[src/rtl/axis_frame_gen_pkg.sv]
// Shared types and constants for the AXI4-Stream test frame generator.
package axis_frame_gen_pkg;

  localparam int unsigned DATA_WIDTH_DFLT = 8;
  localparam int unsigned LEN_WIDTH_DFLT  = 16;
  localparam int unsigned CNT_WIDTH_DFLT  = 32;

  // Saturation value of a statistics counter at the default width
  localparam logic [CNT_WIDTH_DFLT-1:0] CNT_ALL_ONES = '1;

  typedef enum logic {
    IDLE = 1'b0,
    SEND = 1'b1
  } state_e;

endpackage

[src/rtl/axis_stat_counter.sv]
// Saturating event counter; a clear wins over a same-cycle increment.
module axis_stat_counter #(
  parameter int unsigned CNT_WIDTH = axis_frame_gen_pkg::CNT_WIDTH_DFLT
) (
  input  logic                 clk,
  input  logic                 rst_n,
  input  logic                 inc,
  input  logic                 clr,
  output logic [CNT_WIDTH-1:0] cnt
);

  always_ff @(posedge clk) begin
    if (!rst_n) begin
      cnt <= '0;
    end else if (clr) begin
      cnt <= '0;
    end else if (inc && (cnt != '1)) begin
      cnt <= cnt + CNT_WIDTH'(1);
    end
  end

endmodule

[src/rtl/axis_frame_gen.sv]
// Command-driven AXI4-Stream frame source with FIFO status statistics.
module axis_frame_gen
  import axis_frame_gen_pkg::*;
#(
  parameter int unsigned DATA_WIDTH = DATA_WIDTH_DFLT,
  parameter int unsigned LEN_WIDTH  = LEN_WIDTH_DFLT,
  parameter int unsigned CNT_WIDTH  = CNT_WIDTH_DFLT
) (
  input  logic                  clk,
  input  logic                  rst_n,
  input  logic [LEN_WIDTH-1:0]  cmd_len,
  input  logic [DATA_WIDTH-1:0] cmd_seed,
  input  logic                  cmd_bad,
  input  logic                  cmd_valid,
  output logic                  cmd_ready,
  output logic [DATA_WIDTH-1:0] m_axis_tdata,
  output logic                  m_axis_tvalid,
  input  logic                  m_axis_tready,
  output logic                  m_axis_tlast,
  output logic                  m_axis_tuser,
  input  logic                  st_overflow,
  input  logic                  st_bad_frame,
  input  logic                  st_good_frame,
  input  logic                  cnt_clear,
  output logic                  busy,
  output logic                  zero_len_err,
  output logic [CNT_WIDTH-1:0]  frames_sent,
  output logic [CNT_WIDTH-1:0]  frames_good,
  output logic [CNT_WIDTH-1:0]  frames_bad,
  output logic [CNT_WIDTH-1:0]  frames_ovf
);

  state_e                state;
  logic [LEN_WIDTH-1:0]  len_q;
  logic [LEN_WIDTH-1:0]  idx_q;
  logic [DATA_WIDTH-1:0] seed_q;
  logic                  bad_q;

  logic                  xfer;
  logic                  xfer_last;
  logic                  accept;
  logic [LEN_WIDTH-1:0]  idx_nx;
  logic                  last_nx;

  assign xfer      = m_axis_tvalid && m_axis_tready;
  assign xfer_last = xfer && m_axis_tlast;
  // Ready in the last-beat cycle lets the next frame follow with no bubble
  assign cmd_ready = rst_n && ((state == IDLE) || xfer_last);
  assign accept    = cmd_valid && cmd_ready;
  assign idx_nx    = idx_q + LEN_WIDTH'(1);
  assign last_nx   = (idx_nx == (len_q - LEN_WIDTH'(1)));
  assign busy      = (state == SEND);

  // Frame FSM and registered stream outputs
  always_ff @(posedge clk) begin
    if (!rst_n) begin
      state         <= IDLE;
      len_q         <= '0;
      idx_q         <= '0;
      seed_q        <= '0;
      bad_q         <= 1'b0;
      m_axis_tdata  <= '0;
      m_axis_tvalid <= 1'b0;
      m_axis_tlast  <= 1'b0;
      m_axis_tuser  <= 1'b0;
      zero_len_err  <= 1'b0;
    end else begin
      zero_len_err <= accept && (cmd_len == '0);
      if (accept && (cmd_len != '0)) begin
        state         <= SEND;
        len_q         <= cmd_len;
        seed_q        <= cmd_seed;
        bad_q         <= cmd_bad;
        idx_q         <= '0;
        m_axis_tvalid <= 1'b1;
        m_axis_tdata  <= cmd_seed;
        m_axis_tlast  <= (cmd_len == LEN_WIDTH'(1));
        m_axis_tuser  <= cmd_bad && (cmd_len == LEN_WIDTH'(1));
      end else if (xfer_last) begin
        state         <= IDLE;
        m_axis_tvalid <= 1'b0;
        m_axis_tlast  <= 1'b0;
        m_axis_tuser  <= 1'b0;
      end else if ((state == SEND) && xfer) begin
        idx_q        <= idx_nx;
        m_axis_tdata <= seed_q + DATA_WIDTH'(idx_nx);
        m_axis_tlast <= last_nx;
        m_axis_tuser <= bad_q && last_nx;
      end
    end
  end

  axis_stat_counter #(.CNT_WIDTH(CNT_WIDTH)) u_cnt_sent (
    .clk(clk), .rst_n(rst_n), .inc(xfer_last), .clr(cnt_clear), .cnt(frames_sent)
  );

  axis_stat_counter #(.CNT_WIDTH(CNT_WIDTH)) u_cnt_good (
    .clk(clk), .rst_n(rst_n), .inc(st_good_frame), .clr(cnt_clear), .cnt(frames_good)
  );

  axis_stat_counter #(.CNT_WIDTH(CNT_WIDTH)) u_cnt_bad (
    .clk(clk), .rst_n(rst_n), .inc(st_bad_frame), .clr(cnt_clear), .cnt(frames_bad)
  );

  axis_stat_counter #(.CNT_WIDTH(CNT_WIDTH)) u_cnt_ovf (
    .clk(clk), .rst_n(rst_n), .inc(st_overflow), .clr(cnt_clear), .cnt(frames_ovf)
  );

endmodule

[config.mk]
export PLATFORM = sky130hd
export DESIGN_NAME = axis_frame_gen
export DESIGN_NICKNAME = d
export VERILOG_FILES = /design/src/rtl/axis_frame_gen_pkg.sv /design/src/rtl/axis_stat_counter.sv /design/src/rtl/axis_frame_gen.sv
export SDC_FILE = /design/constraint.sdc
export NUM_CORES = 1
export LEC_CHECK = 0
export BUFFER_PORTS_ARGS = -buffer_cell sky130_fd_sc_hd__clkbuf_2
export CORE_MARGIN = 5
export CORE_UTILIZATION = 55
export DETAILED_ROUTE_END_ITERATION = 16
export GPL_ROUTABILITY_DRIVEN = 1
export PLACE_DENSITY_LB_ADDON = 0.3
export SLEW_MARGIN = 15
export SYNTH_ARGS = -nofsm -noshare
export SYNTH_HDL_FRONTEND = slang
export SYNTH_HIERARCHICAL = 1
export SYNTH_SLANG_ARGS = --single-unit
[constraint.sdc]
create_clock -name clk -period 2.9 [get_ports clk]
set_clock_uncertainty 0.05 [all_clocks]
set_input_delay 0.145 -clock clk [delete_from_list [all_inputs] [get_ports clk]]
set_output_delay 0.145 -clock clk [all_outputs]
set_load 0.02 [all_outputs]
==> impl_results.md <==
- Status: complete, no violations
- CTS Buf Count: 17
- Yosys reg bits: ~180
- Fin crit share: a little over 90%
- Slew @ Worst Pin: slightly below 0.7 ns
- Cells taking the most area after synthesis: dfxtp_1 36%, xnor2_1 6.4%, nand2_1 5.3%
- Post-synth top area share: 36.4%
- Combinational power share: 9.0%
- Initial antenna violation count: 0
- CP top delay family: compound AO/OA/AOI/OAI gates
- N_diodes: 0
- Worst Hold Class: input pin to flop
- CP Buf/Inv Count: 0
- Final Setup Violations: 0
- Placement Setup Slack: between 0.3 and 0.4 ns
- Post-Syn Instances: about 1200
- Vias: a little under 10000
- Worst path cell trace: ha_1 > xor2_1 > ha_1 > a21o_1 > a21oi_1 > o21bai_1 > a21oi_1 > xor2_1 > o211ai_1 > o211a_1
- Iteration count of the initial detailed-routing pass: 7
- Switching part of the total: roughly a quarter
- Seq/Total Area, Yosys: a little over a third
- CP startpoint: idx_q[0]
- Pin count of the biggest net entering global routing: 48
- Commonest cells post-synth: 181 x dfxtp_1, 141 x nand2_1, 96 x a21oi_1, 91 x nor2_1, 73 x xnor2_1
- Clock transition at path regs: 0.06 ns
- Distinct cells, synth: between 50 and 60
- PwrDens: 449 nW/µm²
- Post-synthesis compound-gate area fraction: between 15 and 20%
- First-pass GRT wire length: between 40000 and 50000 µm
- Post-synth top area cell: dfxtp_1
- RSZ-0062 raised after global routing: false
- Critical path startpoint category: flop
- FF-to-FF setup slack: about 0.24 ns
- # IOs: roughly 180
- Row count: 49
- Max Root-Sink Buffers: 2
- Pleak: 4.34 nW
- Met2 WL: around 12000 µm
- Asr flop ratio synth: 0%
- Initial core utilization: around 56%
- Root Driver: clkbuf_16
- Via-to-Cell Ratio: between 5 and 6
- Final hold violations: 0
- Multiplexer share of the synthesized area: less than 1%
- WL met3: ~1900 µm
- Top-count cell post-synth: dfxtp_1
- Prevailing post-synth register cell: dfxtp_1
- Total gr overflow: 0
- Number of global-route vias before repair: approximately 9000
- Netlist Area Pre-Place: about 10000 µm²
- Count of port buffers added during placement: 174
- Crit path time final: 2.66 ns
- Max_slew headroom: 53.7%
- Slowest cell on the critical path: dfxtp_1
- Final nets: 1456
- Adder-cell share of the synthesized area: 1.83%
- Post-layout worst setup margin: ~0.24 ns
- Worst vdd ir: ~0.4 mV
- Setup crit end kind: flop
- Top layer in use: met4
- Detail Route Antenna Nets: 0
- Fin. max-slew vios: 0
- Max Clock Freq: ~0.38 GHz
- Area Growth Syn to Fin: 19.0%
- Starting DRT DRC Count: 586
- Die Y: 145 µm
- CTS tree: yes
- Critical R2R Launch: idx_q[0]
- Kind of critical path: flop to flop
- Internal Dissipation: approximately 4 mW
- WL per Instance: between 15 and 20 µm
- CP Data Required Time: ~3.2 ns
- Crit-path max FO: 9
- Post-Synth Simple-Gate Area: 32.8%
- H-tree depth: 4
- Syn_nets: about 1300
- Switching power total: approximately 1.3 mW
- XOR/XNOR Fraction of Synth Area: 8.17%
- Clock latency at the later pin of the worst-skew pair: roughly 0.43 ns
- Total power: about 5.3 mW
- Post-CTS Resized: 0
- Largest family of logic cells by synthesized area: simple AND/OR/NAND/NOR gates
- DIE WIDTH: ~140 µm
- Number of synthesis warnings: 6
- Worst path arrival time: a little under 3 ns
- Max_cap viols: 0
- RD Place Congestion: around 0.9
- Hold_sp: m_axis_tready
- Wl on met1: 11600 µm
- Core Util, Final: between 60% and 70%
- Die area: roughly 21000 µm²
- HPWL Detailed: 18300 µm
- CTS sink cnt: between 150 and 200
- Drt drc: 0
- Clk pwr share: 43.1%
- Proportion of layout cells with a drive suffix above 1: 19.3%
- Sequential Power Share: around 48%
- Final hold slack: approximately 0.019 ns
- Post-synth EDFFs: 0
- Drt total wl: between 20000 and 30000 µm
- All-Layer GR Usage: 24.6%
- Mean Syn Cell Area: about 8.1 µm²
- Setup TNS: 0 ns
- Peak per-stage delay on the critical path: 0.49 ns
- Core footprint: ~18000 µm²
==> power by group through the flow <==
stage,Combinational [mW],Clock [mW],Sequential (mW)
after floorplan,0.314,0,2.61
after CTS,0.470,2.34,2.55
final,0.478,2.29,2.55
after global placement,0.434,0,2.61
after detailed placement,0.439,0,2.61
after global routing,0.525,2.45,2.56
==> per-layer routing <==
| layer | global-route usage, % | vias to the layer above |
|---|---|---|
| li1 | - | 4890 |
| met1 | 33.4 | 4556 |
| met2 | 39.5 | 341 |
| met3 | 5.26 | 44 |
| met4 | 7.51 | 0 |
| met5 | 0 | - |
==> kinds of logic (layout without fill, tap and decap cells) <==
family          Yosys count  count (layout)
simple gates            593             593
compound gates          272             272
flops                   181             181
xor+xnor                 93              93
buf+inv                  71             263
fa+ha+maj                14              14
mux                       4               4
==> placed cells by master, fill, tap and decap left out, types with 9 or more instances in the layout <==
cell           Yosys  layout
buf_4              6      18
nor4_2            11      11
nor3_2             9       9
a21oi_1           96      96
dlygate4sd3_1      0      26
nand2_1          141     141
clkbuf_16          0      17
o21ai_1           41      41
nor3_1            17      17
and4_1            16      16
or4_1             10      10
nor4_1            13      13
dfxtp_1          181     181
nand3_1           64      64
a21boi_0          21      21
o21ai_0           29      28
xnor2_1           73      73
xor2_1            20      20
clkbuf_2           0     174
a211oi_1          15      15
or2_2             13      13
and3_1            41      41
or3_1             61      61
inv_1             15      15
ha_1              13      13
nor2_1            91      91
nand4_1           66      66
==> worst paths after layout <==
kind                     end  depth (start not counted)
max          m_axis_tdata[6]                         10
min                     busy                          3
min reg2reg        seed_q[4]                          2
max reg2reg  m_axis_tdata[6]                         10
==> tightest hold or removal path, stage by stage <==
cell and delay (ns):
clkbuf_2 0.10, a21bo_2 0.13, a21boi_0 0.06
==> registers in the layout, indices dropped and copies added (netlist names) <==
| register | flops |
|---|---|
| bad_q | 1 |
| seed_q | 8 |
| m_axis_tlast | 1 |
| busy | 1 |
| u_cnt_good/cnt | 32 |
| zero_len_err | 1 |
| idx_q | 16 |
| len_q | 16 |
| u_cnt_ovf/cnt | 32 |
| u_cnt_sent/cnt | 32 |
| m_axis_tuser | 1 |
| u_cnt_bad/cnt | 32 |
| m_axis_tdata | 8 |
==> layout make-up <==
class / count / area (µm²)
flip-flops and latches: 181 / 3620
multi-input cells: 976 / 6050
clock inverters: 13 / 153
fillers: 1480 / 6050
clock buffers: 17 / 425
inverters: 15 / 56.3
repair buffers: 218 / 1270
well taps: 229 / 287
==> metrics by stage <==
| stage | cells | cell area [µm²] |
|---|---|---|
| after floorplan | 1228 | 9960 |
| after global placement | 1593 | 11000 |
| after detailed placement | 1593 | 11000 |
| after CTS | 1649 | 11900 |
| after global routing | 1649 | 11900 |
| final | 1649 | 11900 |
==> timing repair <==
action                                 in CTS  in global routing
endpoints found under the hold margin      33                  0
hold buffers                               26                  0
buffers inserted                            0                  0
Note: power is estimated with default switching activity, not from simulation.
